[src/rtl/uart_cmd_pkg.sv]
// uart_cmd_pkg: shared constants and types for the UART command sequencer.
//   - ASCII codes for the command, digit and terminator characters
//   - FSM state encoding (3 bits)
//   - Range limits for hour and minute/second fields
package uart_cmd_pkg;

  localparam logic [7:0] CH_T  = 8'h54;
  localparam logic [7:0] CH_A  = 8'h41;
  localparam logic [7:0] CH_CR = 8'h0D;
  localparam logic [7:0] CH_0  = 8'h30;
  localparam logic [7:0] CH_9  = 8'h39;

  localparam logic [6:0] MAX_HOUR   = 7'd23;
  localparam logic [6:0] MAX_MINSEC = 7'd59;

  typedef enum logic [2:0] {
    IDLE    = 3'd0,
    DIGITS  = 3'd1,
    WAIT_CR = 3'd2,
    CHECK   = 3'd3,
    ISSUE   = 3'd4
  } state_t;

  function automatic logic is_digit(input logic [7:0] b);
    return (b >= CH_0) && (b <= CH_9);
  endfunction

endpackage

[src/rtl/uart_cmd_bcd2bin.sv]
// uart_cmd_bcd2bin: combinational two-digit decimal to binary converter
// with an upper-bound check.
// Ports:
//   d_hi     in  4  tens digit (0-9)
//   d_lo     in  4  units digit (0-9)
//   limit    in  7  largest accepted value
//   value    out 7  d_hi*10 + d_lo
//   in_range out 1  value <= limit
module uart_cmd_bcd2bin (
  input  logic [3:0] d_hi,
  input  logic [3:0] d_lo,
  input  logic [6:0] limit,
  output logic [6:0] value,
  output logic       in_range
);

  // x*10 = x*8 + x*2; the largest result (99) fits in 7 bits
  assign value    = {d_hi, 3'b000} + {2'b00, d_hi, 1'b0} + {3'b000, d_lo};
  assign in_range = (value <= limit);

endmodule

[src/rtl/uart_cmd_ctrl.sv]
// uart_cmd_ctrl: assembles "T"/"A" + HHMMSS + CR frames from the UART
// receive stream, validates them and issues a one-cycle set-time or
// set-alarm strobe with the binary H/M/S. Malformed frames give a
// one-cycle o_err pulse and the block waits for the next command char.
//
// Optional feature (macro CMD_TIMEOUT_EN): an inter-byte timeout that
// aborts a partial frame with o_err after TIMEOUT_CLKS idle cycles.
//
// Ports:
//   i_clk        in   1  system clock
//   i_rst_n      in   1  asynchronous active-low reset
//   i_rx_valid   in   1  received-byte strobe
//   i_rx_byte    in   8  received byte
//   o_set_time   out  1  load H/M/S into the time counter (1 cycle)
//   o_set_alarm  out  1  load H/M/S into the alarm register (1 cycle)
//   o_hour       out  5  committed hour
//   o_min        out  6  committed minute
//   o_sec        out  6  committed second
//   o_err        out  1  frame rejected (1 cycle)
//   o_busy       out  1  a frame is in progress
module uart_cmd_ctrl
  import uart_cmd_pkg::*;
#(
  parameter int TIMEOUT_CLKS = 5000000,
  parameter int TO_W         = 23
) (
  input  logic       i_clk,
  input  logic       i_rst_n,
  input  logic       i_rx_valid,
  input  logic [7:0] i_rx_byte,
  output logic       o_set_time,
  output logic       o_set_alarm,
  output logic [4:0] o_hour,
  output logic [5:0] o_min,
  output logic [5:0] o_sec,
  output logic       o_err,
  output logic       o_busy
);

  state_t          state, state_nxt;
  logic [2:0]      idx;
  logic [5:0][3:0] dig;
  logic            cmd_alarm;

  logic rx_cmd, rx_dig, rx_cr;
  logic to_hit;
  logic err_nxt, st_nxt, al_nxt;

  logic [6:0] hr_val, mn_val, sc_val;
  logic       hr_ok, mn_ok, sc_ok, all_ok;

  assign rx_cmd = (i_rx_byte == CH_T) || (i_rx_byte == CH_A);
  assign rx_dig = is_digit(i_rx_byte);
  assign rx_cr  = (i_rx_byte == CH_CR);

  // ---------------------------------------------------------------
  // BCD pairs to binary; the buffer is stable through CHECK and ISSUE
  // ---------------------------------------------------------------
  uart_cmd_bcd2bin u_hour (
    .d_hi(dig[0]), .d_lo(dig[1]), .limit(MAX_HOUR),
    .value(hr_val), .in_range(hr_ok)
  );
  uart_cmd_bcd2bin u_min (
    .d_hi(dig[2]), .d_lo(dig[3]), .limit(MAX_MINSEC),
    .value(mn_val), .in_range(mn_ok)
  );
  uart_cmd_bcd2bin u_sec (
    .d_hi(dig[4]), .d_lo(dig[5]), .limit(MAX_MINSEC),
    .value(sc_val), .in_range(sc_ok)
  );

  assign all_ok = hr_ok && mn_ok && sc_ok;

  // range check guarantees the dropped upper bits are zero when committed
  logic unused_hi;
  assign unused_hi = ^{hr_val[6:5], mn_val[6], sc_val[6]};

  // ---------------------------------------------------------------
  // Inter-byte timeout
  // ---------------------------------------------------------------
`ifdef CMD_TIMEOUT_EN
  logic [TO_W-1:0] to_cnt;
  logic            in_frame;

  assign in_frame = (state == DIGITS) || (state == WAIT_CR);
  // a byte on the expiry cycle takes priority over the timeout
  assign to_hit   = in_frame && !i_rx_valid &&
                    (to_cnt == TO_W'(TIMEOUT_CLKS - 1));

  always_ff @(posedge i_clk or negedge i_rst_n) begin
    if (!i_rst_n)
      to_cnt <= '0;
    else if (i_rx_valid || (state == IDLE) || to_hit)
      to_cnt <= '0;
    else if (in_frame)
      to_cnt <= to_cnt + TO_W'(1);
  end
`else
  assign to_hit = 1'b0;

  logic unused_to_cfg;
  assign unused_to_cfg = ^{TIMEOUT_CLKS[0], TO_W[0]};
`endif

  // ---------------------------------------------------------------
  // FSM: state register
  // ---------------------------------------------------------------
  always_ff @(posedge i_clk or negedge i_rst_n) begin
    if (!i_rst_n) state <= IDLE;
    else          state <= state_nxt;
  end

  // ---------------------------------------------------------------
  // FSM: next state
  // ---------------------------------------------------------------
  always_comb begin
    state_nxt = state;
    unique case (state)
      IDLE: begin
        if (i_rx_valid && rx_cmd) state_nxt = DIGITS;
      end
      DIGITS: begin
        if (i_rx_valid) begin
          if (!rx_dig)          state_nxt = IDLE;
          else if (idx == 3'd5) state_nxt = WAIT_CR;
        end else if (to_hit) begin
          state_nxt = IDLE;
        end
      end
      WAIT_CR: begin
        if (i_rx_valid)  state_nxt = rx_cr ? CHECK : IDLE;
        else if (to_hit) state_nxt = IDLE;
      end
      CHECK:   state_nxt = all_ok ? ISSUE : IDLE;
      ISSUE:   state_nxt = IDLE;
      default: state_nxt = IDLE;
    endcase
  end

  // ---------------------------------------------------------------
  // FSM: outputs (next values of the registered pulses)
  // ---------------------------------------------------------------
  always_comb begin
    err_nxt = 1'b0;
    st_nxt  = 1'b0;
    al_nxt  = 1'b0;
    unique case (state)
      DIGITS:  err_nxt = (i_rx_valid && !rx_dig) || to_hit;
      WAIT_CR: err_nxt = (i_rx_valid && !rx_cr) || to_hit;
      CHECK:   err_nxt = !all_ok;
      ISSUE: begin
        st_nxt = !cmd_alarm;
        al_nxt = cmd_alarm;
      end
      default: ;
    endcase
  end

  assign o_busy = (state != IDLE);

  // ---------------------------------------------------------------
  // Datapath and registered outputs
  // ---------------------------------------------------------------
  always_ff @(posedge i_clk or negedge i_rst_n) begin
    if (!i_rst_n) begin
      o_set_time  <= 1'b0;
      o_set_alarm <= 1'b0;
      o_err       <= 1'b0;
      o_hour      <= '0;
      o_min       <= '0;
      o_sec       <= '0;
      idx         <= '0;
      dig         <= '0;
      cmd_alarm   <= 1'b0;
    end else begin
      o_set_time  <= st_nxt;
      o_set_alarm <= al_nxt;
      o_err       <= err_nxt;

      // committed values move only together with a strobe
      if (state == ISSUE) begin
        o_hour <= hr_val[4:0];
        o_min  <= mn_val[5:0];
        o_sec  <= sc_val[5:0];
      end

      if ((state == IDLE) && i_rx_valid && rx_cmd) begin
        cmd_alarm <= (i_rx_byte == CH_A);
        idx       <= '0;
      end else if ((state == DIGITS) && i_rx_valid && rx_dig) begin
        dig[idx] <= i_rx_byte[3:0];
        idx      <= idx + 3'd1;
      end
    end
  end

endmodule
[config.mk]
export PLATFORM = sky130hd
export DESIGN_NAME = uart_cmd_ctrl
export DESIGN_NICKNAME = d
export VERILOG_FILES = /design/src/rtl/uart_cmd_pkg.sv /design/src/rtl/uart_cmd_bcd2bin.sv /design/src/rtl/uart_cmd_ctrl.sv
export SDC_FILE = /design/constraint.sdc
export NUM_CORES = 1
export LEC_CHECK = 0
export BUFFER_PORTS_ARGS = -buffer_cell sky130_fd_sc_hd__buf_2
export CAP_MARGIN = 20
export CORE_UTILIZATION = 64
export CTS_CLUSTER_DIAMETER = 120
export DETAILED_ROUTE_END_ITERATION = 10
export PLACE_DENSITY = 0.84
export SETUP_SLACK_MARGIN = 0.05
export SYNTH_ARGS = -nofsm -noshare
export SYNTH_HDL_FRONTEND = slang
export SYNTH_HIERARCHICAL = 1
export SYNTH_SLANG_ARGS = --single-unit
[constraint.sdc]
create_clock -name i_clk -period 5.97 [get_ports i_clk]
set_input_delay 1.194 -clock i_clk [delete_from_list [all_inputs] [get_ports i_clk]]
set_output_delay 1.194 -clock i_clk [all_outputs]
set_load 0.02 [all_outputs]
# After elaboration in Yosys (flattened, before gate mapping)
# Cells that the tools add are included.
classes:
  addsub: 7
  n_lt_le_gt_ge: 7
  eq_ne: 12
  n_mux: 16
  bitwise: 1
  reduce_logical: 21
ops:
  columns: ["operator", "count"]
  rows:
  - ["24-bit bitwise mux", 1]
  - ["3-bit 2-to-1 mux", 8]
  - ["7-bit by 4-bit adder with 7-bit output", 3]
  - ["7-bit by 5-bit adder with 7-bit output", 3]
  - ["8-bit by 7-bit == test with 1-bit output (second input constant)", 2]
  - ["7-bit by 6-bit <= comparator with 1-bit output (second input constant)", 2]
  - ["4-bit demux with 3-bit select", 1]
  - ["3-bit one-hot mux with 4 select lines", 1]
  - ["1-bit logical AND", 11]
  - ["8-bit by 4-bit == test with 1-bit output (second input constant)", 1]
  - ["8-bit by 6-bit >= comparator with 1-bit output (second input constant)", 1]
  - ["8-bit by 6-bit <= comparator with 1-bit output (second input constant)", 1]
  - ["7-bit by 5-bit <= comparator with 1-bit output (second input constant)", 1]
  - ["3-bit by 2-bit == test with 1-bit output (second input constant)", 2]
  - ["3-bit == test (second input constant)", 2]
  - ["2-bit != test (second input constant)", 3]
  - ["1-bit zero test", 4]
  - ["3-bit by 4-bit < comparator with 1-bit output (second input constant)", 1]
  - ["4-bit 2-to-1 mux", 1]
  - ["4-bit AND reduction", 1]
  - ["3-bit by 1-bit adder with 3-bit output (second input constant)", 1]
  - ["3-bit by 1-bit == test with 1-bit output (second input constant)", 1]
  - ["3-bit by 1-bit >= comparator with 1-bit output (second input constant)", 1]
  - ["3-bit zero test", 1]
  - ["9 further kinds", 10]
totals:
  ff_bits: 51
  in_bits: 11
  output_inout_bits: 21
  wordCells: 79

# Depth between registers and ports, before layout
logic_depth:
  ltp_word: 7
  depth_mapped: 13
  depth_no_buf: 13

# Modules after synthesis
# The synthesis kept the hierarchy.
modules_own_cells:
  columns: ["mod", "instances", "cells_per_inst", "area_each_um2", "seq_area_each_um2"]
  rows:
  - ["uart_cmd_ctrl", 1, 158, 2217.1, 1276.2]
  - ["uart_cmd_bcd2bin", 3, 46, 376.6, 0.0]

# Least setup slack after synthesis
# OpenSTA, ideal clock, no wires.
synth_timing:
  kind: "register to register"
  start: "register dig[16] (netlist name)"
  end: "register o_err"
  setup_ns: 0.101
  t_arrival_ns: 2.821
  required_time_ns: 5.869
  slack_ns: 3.048
  stages_incl_launch_ff: 14
  cell_sequence: "dfrtp_1 > inv_1 > fa_1 > inv_1 > fa_1 > a21o_1 > a21oi_2 > xnor2_1 > ha_1 > nand4_1 > a21oi_1 > o22ai_1 > and3_1 > o32ai_1"
synth_via:
  elab_chain_cells: 6
synth_rtl:
  columns: ["element", "line_no", "source"]
  rows:
  - ["start: declaration", "uart_cmd_ctrl.sv:42", "logic [5:0][3:0] dig;"]
  - ["start signal: indexed assignment", "uart_cmd_ctrl.sv:191", "dig[idx] <= i_rx_byte[3:0];"]
  - ["7-bit by 5-bit adder with 7-bit output", "uart_cmd_bcd2bin.sv:18", "assign value = {d_hi, 3'b000} + {2'b00, d_hi, 1'b0} + {3'b000, d_lo};"]
  - ["7-bit by 4-bit adder with 7-bit output", "uart_cmd_bcd2bin.sv:18", null]
  - ["via sc_val[6]", "uart_cmd_ctrl.sv:49", "logic [6:0] hr_val, mn_val, sc_val;"]
  - ["7-bit by 6-bit <= comparator with 1-bit output", "uart_cmd_bcd2bin.sv:19", "assign in_range = (value <= limit);"]
  - ["via sc_ok", "uart_cmd_ctrl.sv:50", "logic hr_ok, mn_ok, sc_ok, all_ok;"]
  - ["1-bit logical AND", "uart_cmd_ctrl.sv:72", "assign all_ok = hr_ok && mn_ok && sc_ok;"]
  - ["1-bit zero test", "uart_cmd_ctrl.sv:150", "CHECK: err_nxt = !all_ok;"]
  - ["1-bit one-hot mux with 3 select lines", "uart_cmd_ctrl.sv:147", "unique case (state)"]
  - ["via err_nxt", "uart_cmd_ctrl.sv:47", "logic err_nxt, st_nxt, al_nxt;"]
  - ["end signal: assignment", "uart_cmd_ctrl.sv:178", "o_err <= err_nxt;"]
  - ["end: declaration", "uart_cmd_ctrl.sv:36", "output logic o_err,"]
# The timed path passes the listed nets, and every way through them passes these cells.
# A chain may end at the register's enable or synchronous reset.

# Final worst setup path
# Ends and elaborated chain as after synthesis.

==> reports/metrics.yaml <==
cells_and_area:
  n_fill_cell: 333
  layout-drive-gt1-share: 0.274
  stdcell_area_um2: 3750
  area_growth_pct: 12.1
  finish.utilization: 0.769
  diodes: 0
  nNetsFinal: 408
placement:
  gp_congestion: 0.900
  port-buffer-count: 31
  place_area_um2: 3640
  dp_hpwl_um: 4910
detailed_routing:
  wirelength_um: 6490
  antenna_left: 0
  drt-initial-drc-count: 66
  vias: 2279
  drt-pass1-iter-count: 4
  via_per_inst: 5.50
  drc: 0
  routedWlPerCell_um: 15.7
clock_tree:
  ctsRootBufferMaster: "clkbuf_8"
  numCtsBuffers: 5
  clock_latency_ns: 0.31
  cts_max_level: 2
  clk_pin_slew_ns: 0.10
  clkSinkCount: 51
  cts_tree: "yes"
  post_cts_buffers: 0
  cts.repair.resized: 0
  cts_hold_buf: 0
  clockBufferDepth: 2
floorplanning:
  floorplan.initialDensity: 0.686
  die_y_um: 74.3
  io_pins: 32
  die_w_um: 74.3
  core_area_um2: 4880
  rows: 25
  die_area_um2: 5520
timing:
  period_needed_ns: 3.31
  rsz0062_at_grt: "false"
  whs_ns: 0.507
  fin_tns_setup_ns: 0
  timing.slew.headroom: 0.607
  fin_worst_skew_ns: 0.0146
  worst_slew_pin_slew_ns: 0.589
  max_clock_freq_mhz: 302
  finalHoldViolations: 0
  slew_viol_final: 0
  finalSetupViolCount: 0
  fin_crit_sh: 0.554
synth:
  ys.flop_type: "dfrtp_1"
  synth-async-reset-ratio: 1.00
  seq_area_frac_synth: 0.381
  avgSynthCellArea_um2: 11.3
  netlist_instances: 296
  yosys_warnings: 6
  ys_ff_latch: 51
  synth_cell_types: 47
  synth_area_um2: 3350
  synth_edf_count: 0
global_routing:
  grt_pass1_vias: 2344
  grt_antenna_before_repair: 0
  grtUsageTotal: 0.262
  grt_first_pass_wirelength_um: 10800
  grt_max_degree: 28
  grt_remaining_overflow: 0
setup_path:
  cp-end-kind: "flip-flop"
  required_ns: 6.18
  crit_start: "dig[16]"
  rrSetupSlack_ns: 2.66
  rr_endpoint: "o_err"
  crit_path_start_kind: "flip-flop"
  r2r-start: "dig[16]"
  worstPathArrival_ns: 3.52
  crit_type: "flip-flop to flip-flop"
  cp_max_fo: 3
  r2r_cells: 13
run:
  drv_cap: 0
power_and_ir_drop:
  p_seq_frac: 0.491
  swShare: 0.303
  vdd_drop_max_mv: 0.163
  internal_power_mw: 0.564
  cellPowerDensity_nw_per_um2: 216
  p_comb_frac: 0.217
  p_sw_mw: 0.245
  leakagePower_nw: 2.16
  p_clk_frac: 0.292
min_path:
  whs_path_depth: 1
  hold_path.startpoint: "o_min[1]"
  min_to: "o_min[1]"
  hp-class: "flip-flop to flip-flop"
status:
  outcome: "finished, final reports clean"
==> cells in the mapped netlist, drive strengths merged (4+ instances only) <==
library cell / n / area, µm²
dfrtp: 51 / 1280
ha: 44 / 551
mux2: 43 / 499
inv: 40 / 150
a21oi: 19 / 106
nand2: 12 / 45.0
buf: 8 / 45.0
a21o: 6 / 45.0
fa: 6 / 120
nor4: 6 / 68.8
xnor2: 6 / 52.6
nand3: 5 / 30.0
nor3b: 5 / 48.8
o21ai: 5 / 25.0
nand4: 4 / 25.0
o22ai: 4 / 25.0
==> worst max-delay path, stage by stage, from the launching register on <==
cell	delay (ns)
dfrtp_1	0.39
inv_1	0.08
fa_1	0.55
inv_1	0.08
fa_1	0.46
a21o_1	0.22
a21oi_2	0.16
xnor2_1	0.08
ha_1	0.31
nand4_1	0.12
a21oi_1	0.15
o22ai_1	0.14
and3_1	0.21
o32ai_1	0.25
==> metrics by stage <==
| step | power [mW] | setup WS [ns] | std cells |
|---|---|---|---|
| floorplan | 0.521 | 3.05 | 315 |
| global placement | 0.564 | 2.82 | 406 |
| global route | 0.849 | 2.50 | 414 |
| finish | 0.809 | 2.66 | 414 |
| CTS | 0.815 | 2.68 | 414 |
| detailed placement | 0.575 | 2.69 | 407 |
==> flip-flops by register name, summed over array words and instances (netlist names) <==
name,count
dig,24
o_min,6
o_set_alarm,1
o_set_time,1
o_sec,6
idx,3
o_err,1
state,3
cmd_alarm,1
o_hour,5
==> worst max path at each step <==
stage / cells past startpoint / slack [ns] / end
after global placement: 13 / 2.82 / o_err
after global routing: 13 / 2.50 / state[2]
final: 13 / 2.66 / o_err
after detailed placement: 13 / 2.69 / o_err
after floorplan: 13 / 3.05 / o_err
after CTS: 13 / 2.68 / o_err
==> routing by layer <==
metal  global-route usage  routed length (µm)
met3               0.0407                 156
met4               0.0755                  82
met2                0.476                3440
met5                    0                   0
met1                0.324                2820
==> power groups by stage <==
stage | registers [mW] | logic, mW | clock network, mW
after floorplan | 0.398 | 0.123 | 0
after global placement | 0.402 | 0.162 | 0
after detailed placement | 0.403 | 0.172 | 0
after CTS | 0.397 | 0.175 | 0.243
after global routing | 0.400 | 0.196 | 0.253
final | 0.397 | 0.175 | 0.236
==> cells by family (layout without fill, tap and decap cells) <==
kind of cell	after synthesis	in the layout	share of synthesized area
compound gates	41	41	0.0770
mux	44	44	0.152
other cells	2	21	0.00224
simple gates	51	51	0.105
flops	51	51	0.381
xor+xnor	9	9	0.0236
fa+ha+maj	50	50	0.200
buf+inv	48	80	0.0583
==> area by class of cell <==
| cell class | count | area [µm²] | share of cell area |
|---|---|---|---|
| Tap cell | 67 | 83.8 | 0.0223 |
| Clock inverter | 2 | 37.5 | 0.0100 |
| Multi-Input combinational cell | 216 | 1950 | 0.520 |
| Timing Repair Buffer | 33 | 183 | 0.0487 |
| Sequential cell | 51 | 1280 | 0.340 |
| Clock buffer | 5 | 68.8 | 0.0183 |
| Inverter | 40 | 150 | 0.0400 |
==> placed cells by master (no fill, tap or decap), drive strengths merged, types with 2 or more instances in the layout <==
cell type,Yosys,final
nand3,5,5
dfrtp,51,51
conb,2,21
buf,8,33
xnor2,6,6
nand4,4,4
nand2,12,12
a21o,6,6
nor3b,5,5
inv,40,40
nand3b,3,3
a21oi,19,19
mux2,43,43
and3,3,3
fa,6,6
clkbuf,0,5
o22ai,4,4
xor2,3,3
ha,44,44
nor4,6,6
and2,2,2
nor3,2,2
o21ai,5,5
No activity file was read; power rests on OpenSTA's default activity.
